## config.mk

```make
export PLATFORM = sky130hd
export DESIGN_NAME = board_renderer
export DESIGN_NICKNAME = d
export VERILOG_FILES = /design/src/rtl/board_renderer.sv
export SDC_FILE = /design/constraint.sdc
export NUM_CORES = 1
export LEC_CHECK = 0
export ABC_AREA = 1
export CORE_MARGIN = 2
export CORE_UTILIZATION = 32
export CTS_CLUSTER_DIAMETER = 60
export DETAILED_ROUTE_END_ITERATION = 8
export DONT_BUFFER_PORTS = 1
export SETUP_SLACK_MARGIN = 0.1
export SLEW_MARGIN = 20
export SYNTH_ARGS = -nofsm -noshare
export SYNTH_HDL_FRONTEND = slang
export SYNTH_SLANG_ARGS = --single-unit
```

## constraint.sdc

```tcl
create_clock -name clk -period 7.05 [get_ports clk]
set_clock_uncertainty 0.15 [all_clocks]
set_input_delay 0 -clock clk [delete_from_list [all_inputs] [get_ports clk]]
set_output_delay 0 -clock clk [all_outputs]
set_load 0.01 [all_outputs]
```

## src/rtl/board_renderer.sv

```systemverilog
`default_nettype none
// ============================================================================
// Module   : board_renderer
// Purpose  : Snapshots an NxN checkers board and rasterises it, one pixel per
//            clock, into a frame-buffer write port. Optional cursor outline is
//            enabled by defining CURSOR_HIGHLIGHT_EN.
// Revision : 1.0 - initial release
// ============================================================================
module board_renderer #(
    parameter int BOARD_N  = 8,
    parameter int STATUS_W = 3,
    parameter int CELL_PX  = 15,
    parameter int FB_W     = 160,
    parameter int FB_H     = 120,
    parameter int X_OFS    = 20,
    parameter int Y_OFS    = 0,
    parameter int INSET    = 3,
    parameter int ADDR_W   = 15
) (
    input  logic                                clk,
    input  logic                                rst,
    input  logic                                start,
    input  logic [BOARD_N*BOARD_N*STATUS_W-1:0] board_state,
    input  logic [$clog2(BOARD_N)-1:0]          cursor_x,
    input  logic [$clog2(BOARD_N)-1:0]          cursor_y,
    output logic [ADDR_W-1:0]                   wr_addr,
    output logic [23:0]                         wr_data,
    output logic                                wr_en,
    output logic                                busy,
    output logic                                done
);
    localparam int c_SPAN = BOARD_N * CELL_PX;
    localparam int c_LW   = $clog2(CELL_PX);
    localparam int c_CW   = $clog2(BOARD_N);
    localparam int c_MID  = CELL_PX / 2;

    localparam logic [ADDR_W-1:0] c_ADDR_START = ADDR_W'(Y_OFS * FB_W + X_OFS);
    // Jump from the last pixel of a board row to the first pixel of the next.
    localparam logic [ADDR_W-1:0] c_ROW_STEP   = ADDR_W'(FB_W - c_SPAN + 1);
    localparam logic [c_LW-1:0]   c_L_LAST     = c_LW'(CELL_PX - 1);
    localparam logic [c_CW-1:0]   c_C_LAST     = c_CW'(BOARD_N - 1);

    localparam logic [23:0] c_LIGHT   = 24'hF0D9B5;
    localparam logic [23:0] c_DARK    = 24'h8B4513;
    localparam logic [23:0] c_RED     = 24'hFF0000;
    localparam logic [23:0] c_BLACK   = 24'h202020;
    localparam logic [23:0] c_GOLD    = 24'hFFD700;
    localparam logic [23:0] c_INVALID = 24'hFF00FF;
    localparam logic [23:0] c_CURSOR  = 24'h00FF00;

    if ((X_OFS + c_SPAN > FB_W) || (Y_OFS + c_SPAN > FB_H) || (FB_W * FB_H > 2**ADDR_W)) begin : g_param_check
        $error("board_renderer: board does not fit the frame buffer or address range");
    end

    typedef enum logic [1:0] {
        S_IDLE  = 2'd0,
        S_LATCH = 2'd1,
        S_DRAW  = 2'd2,
        S_FIN   = 2'd3
    } state_t;

    state_t                              r_state;
    logic [BOARD_N*BOARD_N*STATUS_W-1:0] r_board;
    logic [c_LW-1:0]                     r_lx;
    logic [c_LW-1:0]                     r_ly;
    logic [c_CW-1:0]                     r_c;
    logic [c_CW-1:0]                     r_r;
    logic [ADDR_W-1:0]                   r_addr;

    int                                  w_base;
    logic [STATUS_W-1:0]                 w_status;
    logic                                w_in_piece;
    logic                                w_in_mid;
    logic                                w_on_cursor;
    logic                                w_last_px;
    logic                                w_last_py;
    logic [23:0]                         w_colour;

    assign w_last_px = (r_c == c_C_LAST) && (r_lx == c_L_LAST);
    assign w_last_py = (r_r == c_C_LAST) && (r_ly == c_L_LAST);

`ifdef CURSOR_HIGHLIGHT_EN
    logic [c_CW-1:0] r_cur_x;
    logic [c_CW-1:0] r_cur_y;

    always_ff @(posedge clk or posedge rst) begin
        if (rst) begin
            r_cur_x <= '0;
            r_cur_y <= '0;
        end else if (r_state == S_LATCH) begin
            r_cur_x <= cursor_x;
            r_cur_y <= cursor_y;
        end
    end

    assign w_on_cursor = (r_c == r_cur_x) && (r_r == r_cur_y) &&
                         ((r_lx == '0) || (r_lx == c_L_LAST) ||
                          (r_ly == '0) || (r_ly == c_L_LAST));
`else
    logic w_unused_cursor;
    assign w_unused_cursor = ^{cursor_x, cursor_y};
    assign w_on_cursor     = 1'b0;
`endif

    always_comb begin
        w_base     = (int'(r_r) * BOARD_N + int'(r_c)) * STATUS_W;
        w_status   = r_board[w_base +: STATUS_W];
        w_in_piece = (r_lx >= c_LW'(INSET)) && (r_lx <= c_LW'(CELL_PX - 1 - INSET)) &&
                     (r_ly >= c_LW'(INSET)) && (r_ly <= c_LW'(CELL_PX - 1 - INSET));
        w_in_mid   = (r_lx >= c_LW'(c_MID - 1)) && (r_lx <= c_LW'(c_MID + 1)) &&
                     (r_ly >= c_LW'(c_MID - 1)) && (r_ly <= c_LW'(c_MID + 1));
        w_colour   = (r_c[0] ^ r_r[0]) ? c_DARK : c_LIGHT;
        if (w_in_piece && (w_status != '0)) begin
            case (w_status)
                STATUS_W'(1): w_colour = c_RED;
                STATUS_W'(2): w_colour = c_BLACK;
                STATUS_W'(3): w_colour = w_in_mid ? c_GOLD : c_RED;
                STATUS_W'(4): w_colour = w_in_mid ? c_GOLD : c_BLACK;
                default:      w_colour = c_INVALID;
            endcase
        end
        if (w_on_cursor) begin
            w_colour = c_CURSOR;
        end
    end

    always_ff @(posedge clk or posedge rst) begin
        if (rst) begin
            r_state <= S_IDLE;
            r_board <= '0;
            r_lx    <= '0;
            r_ly    <= '0;
            r_c     <= '0;
            r_r     <= '0;
            r_addr  <= '0;
            wr_addr <= '0;
            wr_data <= '0;
            wr_en   <= 1'b0;
            busy    <= 1'b0;
            done    <= 1'b0;
        end else begin
            case (r_state)
                S_IDLE: begin
                    wr_en <= 1'b0;
                    done  <= 1'b0;
                    if (start) begin
                        busy    <= 1'b1;
                        r_state <= S_LATCH;
                    end
                end
                S_LATCH: begin
                    r_board <= board_state;
                    r_lx    <= '0;
                    r_ly    <= '0;
                    r_c     <= '0;
                    r_r     <= '0;
                    r_addr  <= c_ADDR_START;
                    r_state <= S_DRAW;
                end
                S_DRAW: begin
                    wr_en   <= 1'b1;
                    wr_addr <= r_addr;
                    wr_data <= w_colour;
                    if (w_last_px) begin
                        r_lx   <= '0;
                        r_c    <= '0;
                        r_addr <= r_addr + c_ROW_STEP;
                        if (r_ly == c_L_LAST) begin
                            r_ly <= '0;
                            r_r  <= r_r + c_CW'(1);
                        end else begin
                            r_ly <= r_ly + c_LW'(1);
                        end
                        if (w_last_py) begin
                            r_state <= S_FIN;
                        end
                    end else begin
                        r_addr <= r_addr + ADDR_W'(1);
                        if (r_lx == c_L_LAST) begin
                            r_lx <= '0;
                            r_c  <= r_c + c_CW'(1);
                        end else begin
                            r_lx <= r_lx + c_LW'(1);
                        end
                    end
                end
                S_FIN: begin
                    wr_en   <= 1'b0;
                    done    <= 1'b1;
                    busy    <= 1'b0;
                    r_state <= S_IDLE;
                end
                default: r_state <= S_IDLE;
            endcase
        end
    end

endmodule
`default_nettype wire

```

==> run_results.csv <==
group,metric,value,unit
route,drc,0,
power_and_ir_drop,swShare,23.45,%
finish,stdcell_count,2447,
clocking,cts_max_level,2,
timing,finalMaxSlewViolations,0,
setup_path,startpoint_type,"flip-flop",
status,status,"finished clean",
die,die_w,199.1,µm
timing,worstMarginPinSlew,1.080,ns
synthesis,ys_seq_area_share,52.79,%
timing,hold_violations,0,
place,hpwl,23150,µm
power_and_ir_drop,cellPowerDensity,210.2,nW/µm²
min_path,hold_path_depth,3,
power_and_ir_drop,seqPwrFrac,43.4,%
die,die_area,39650,µm²
synthesis,synth.avg_cell_area,7.605,µm²
synthesis,synth_cell_types,31,
min_path,hold_end,"r_board[23]",
setup_path,cp_data_required_time,7.31,ns
synthesis,synth_nets,1815,
synthesis,async_reset_ff_share,100.0,%
synthesis,synth_top_area_share,52.79,%
place,port_buffers,0,
synthesis,yosysWarnings,0,
clocking,clk_pin_slew_worst_paths,0.06,ns
route,vias_per_cell,4.828,
finish,nets,2113,
setup_path,reg2reg_from,"r_c[0]",
global_route,antenna_found_initial,10,
clocking,clock_sinks,257,
power_and_ir_drop,power.total,3601,µW
min_path,min_from,"board_state[23]",
global_route,grt_max_degree,117,
clocking,cts_setup_buffers,0,
setup_path,arrival,4.01,ns
synthesis,synth-edff-count,0,
synthesis,synth-main-ff-cell,"dfrtp_1",
setup_path,crit_type,"flip-flop to flip-flop",
place,dpl_cell_area,12450,µm²
setup_path,reg2regPathDepth,15,
place,gp_congestion,0.7714,
global_route,grt_pass1_vias,11902,
synthesis,ys_ff_latch,257,
global_route,grt_pass1_wl,64110,µm
die,die_h,199.1,µm
power_and_ir_drop,p_int,2756,µW
timing,finalSetupViolCount,0,
route,drt_wl_total,40730,µm
setup_path,worstPathCellList,"clkinv_2, buf_4, nand2_1, nand3_1, nand3_1, nand2_1, nand2_1, nand3_1, nand3_1, nand2_1, nand4_1, nand2_1, inv_2, nand2_1, nand3_1",
synthesis,synth.area.top_cells,"dfrtp_1 (53%), nand2_1 (25%), nand3_1 (6.7%)",
clocking,cts_tree,"built",
setup_path,critPathCaptureType,"flip-flop",
synthesis,post-synth-top-count-cell,"nand2_1",
timing,finalCritPeriodShare,53.08,%
timing,hold-worst-slack,0.009338,ns
synthesis,synth_top_area_cell,"dfrtp_1",
synthesis,syn_inst,1602,
synthesis,synthTopCellsByCount,"nand2_1 (803), dfrtp_1 (257), nand3_1 (164)",
synthesis,syn_area,12180,µm²
finish,nFillCells,3479,
die,core_area,37580,µm²
setup_path,r2r_setup_slack,3.31,ns
timing,relSlewSlack,28.02,%
global_route,grt_overflow,0,
power_and_ir_drop,power_frac_comb,6.0,%
route,drtIter0Drc,858,
finish,syn_to_final_growth,40.58,%
finish,fin_area,17130,µm²
power_and_ir_drop,power.share.clock,50.6,%
clocking,cts_root_buf,"clkbuf_16",
power_and_ir_drop,switching_power,844.4,µW
power_and_ir_drop,vdd_drop_max,0.1548,mV
route,drtAntennaViolNets,0,
timing,fmaxAchievable,0.2672,GHz
route,dr.pass1.iters,5,
setup_path,critPathMostFrequentCell,"nand2_1",
global_route,grt_usage,20.75,%
clocking,cts-buffers-inserted,35,
place,dp.cells,2029,
timing,rsz0062_at_grt,"false",
clocking,cts_resized,0,
setup_path,cp_slowest_cell,"buf_4",
finish,layout-drive-gt1-share,4.670,%
route,wire_per_inst,16.64,µm
setup_path,regToRegEndpoint,"wr_data[22]",
setup_path,cp_slowest_stage_delay,0.64,ns
timing,post-route-min-period,3.742,ns
setup_path,cp_num_buf_inv,3,
die,ioPinCount,243,
timing,fin_setup_tns,0,ns
setup_path,critPathTopFamily,"simple AND/OR/NAND/NOR gates",
setup_path,crit_fanout,54,
power_and_ir_drop,leakage,0.007824,µW
route,vias,11814,
die,num_rows,71,
min_path,hold_path_class,"primary input to flip-flop",
die,start_util,32.42,%
clocking,clock_latency,0.54,ns
clocking,cts_buffer_depth,3,
flow_run,cap_violations,0,
-- worst register-to-register path: cells and delay by family, from the launching register on --
kind	cells	cell delay (ns)
buffers and inverters	3	1.21
flip-flops	1	0.61
AND/OR/NAND/NOR	12	1.68
-- sequential cells by signal (all words and copies together) (netlist names) --
signal and flops:
r_ly 4, wr_en 1, busy 1, r_c 3, wr_data 16, r_addr 15
done 1, r_board 192, r_lx 4, wr_addr 15, r_r 3, r_state 2
-- cell usage in the layout (no fill, tap or decap), types with 2 or more instances in the layout --
master | Yosys | layout
nand2_1 | 803 | 803
dlygate4sd3_1 | 0 | 345
dfrtp_1 | 257 | 255
nand3_1 | 164 | 164
inv_1 | 75 | 74
o21ai_0 | 74 | 74
a21oi_1 | 40 | 40
clkbuf_16 | 0 | 36
nor2_1 | 31 | 31
buf_4 | 15 | 13
o21ai_1 | 11 | 11
ha_1 | 12 | 11
diode_2 | 0 | 9
inv_6 | 0 | 6
clkbuf_1 | 48 | 6
o22ai_1 | 5 | 5
inv_2 | 7 | 5
clkbuf_8 | 0 | 5
nor3_1 | 4 | 4
clkinv_2 | 0 | 4
nand4_1 | 4 | 4
clkinvlp_4 | 0 | 4
nand2_2 | 3 | 3
bufinv_16 | 0 | 3
xnor2_1 | 2 | 2
o32ai_1 | 2 | 2
-- per-stage QoR --
step	setup WS, ns	utilization [%]
2_1_floorplan	3.514	-
3_3_place_gp	3.408	33.12
3_5_place_dp	3.392	33.12
4_1_cts	3.376	45.51
5_1_grt	3.081	45.54
6_report	3.308	45.58
-- repair_timing --
item | in CTS | in global routing
setup endpoints to repair | 0 | 0
hold endpoints to repair | 264 | 0
hold buffers | 345 | 0
-- layout make-up --
| cell class | count | area [µm²] | share of cell area (%) |
|---|---|---|---|
| flip-flops and latches | 257 | 6436 | 37.58 |
| multi-input cells | 1164 | 4945 | 28.87 |
| repair buffers | 359 | 3562 | 20.80 |
| clock buffers | 47 | 992.2 | 5.793 |
| well taps | 511 | 639.4 | 3.733 |
| inverters | 83 | 321.6 | 1.878 |
| clock inverters | 17 | 207.7 | 1.213 |
| diodes | 9 | 22.52 | 0.1315 |
-- metal layers --
layer | routed length, µm | share of wire (%) | track usage [%]
met4 | 1100 | 2.7 | 7.739
met5 | 38 | 0.093 | 0
met1 | 17660 | 43 | 27.50
met3 | 2965 | 7.3 | 4.692
met2 | 18960 | 47 | 33.13
-- worst max path at each step --
stage | start | to | slack [ns] | cells past startpoint
floorplan | rst | busy | 3.51 | 1
finish | r_c[0] | wr_data[22] | 3.31 | 15
CTS | r_c[0] | wr_data[22] | 3.38 | 15
global placement | r_c[0] | wr_data[22] | 3.41 | 16
global route | r_c[0] | wr_data[22] | 3.08 | 16
detailed placement | r_c[0] | wr_data[22] | 3.39 | 15
-- kinds of logic after synthesis --
group | after synthesis | synth area share, %
buffers and inverters | 181 | 6.727
AOI/OAI and AO/OA | 137 | 5.864
DFF | 257 | 52.79
xor gates and xnor gates | 2 | 0.1438
and+or+nand+nor | 1013 | 33.24
adders and majority gates | 12 | 1.232
-- power by group through the flow --
stage          registers [µW]  clock network [µW]  logic (µW)
2_1_floorplan            1580                   0        90.6
3_3_place_gp             1580                   0         116
3_5_place_dp             1590                   0         119
4_1_cts                  1560                1870         211
5_1_grt                  1570                1930         243
6_report                 1560                1820         215
(Power assumes the default switching activity.)
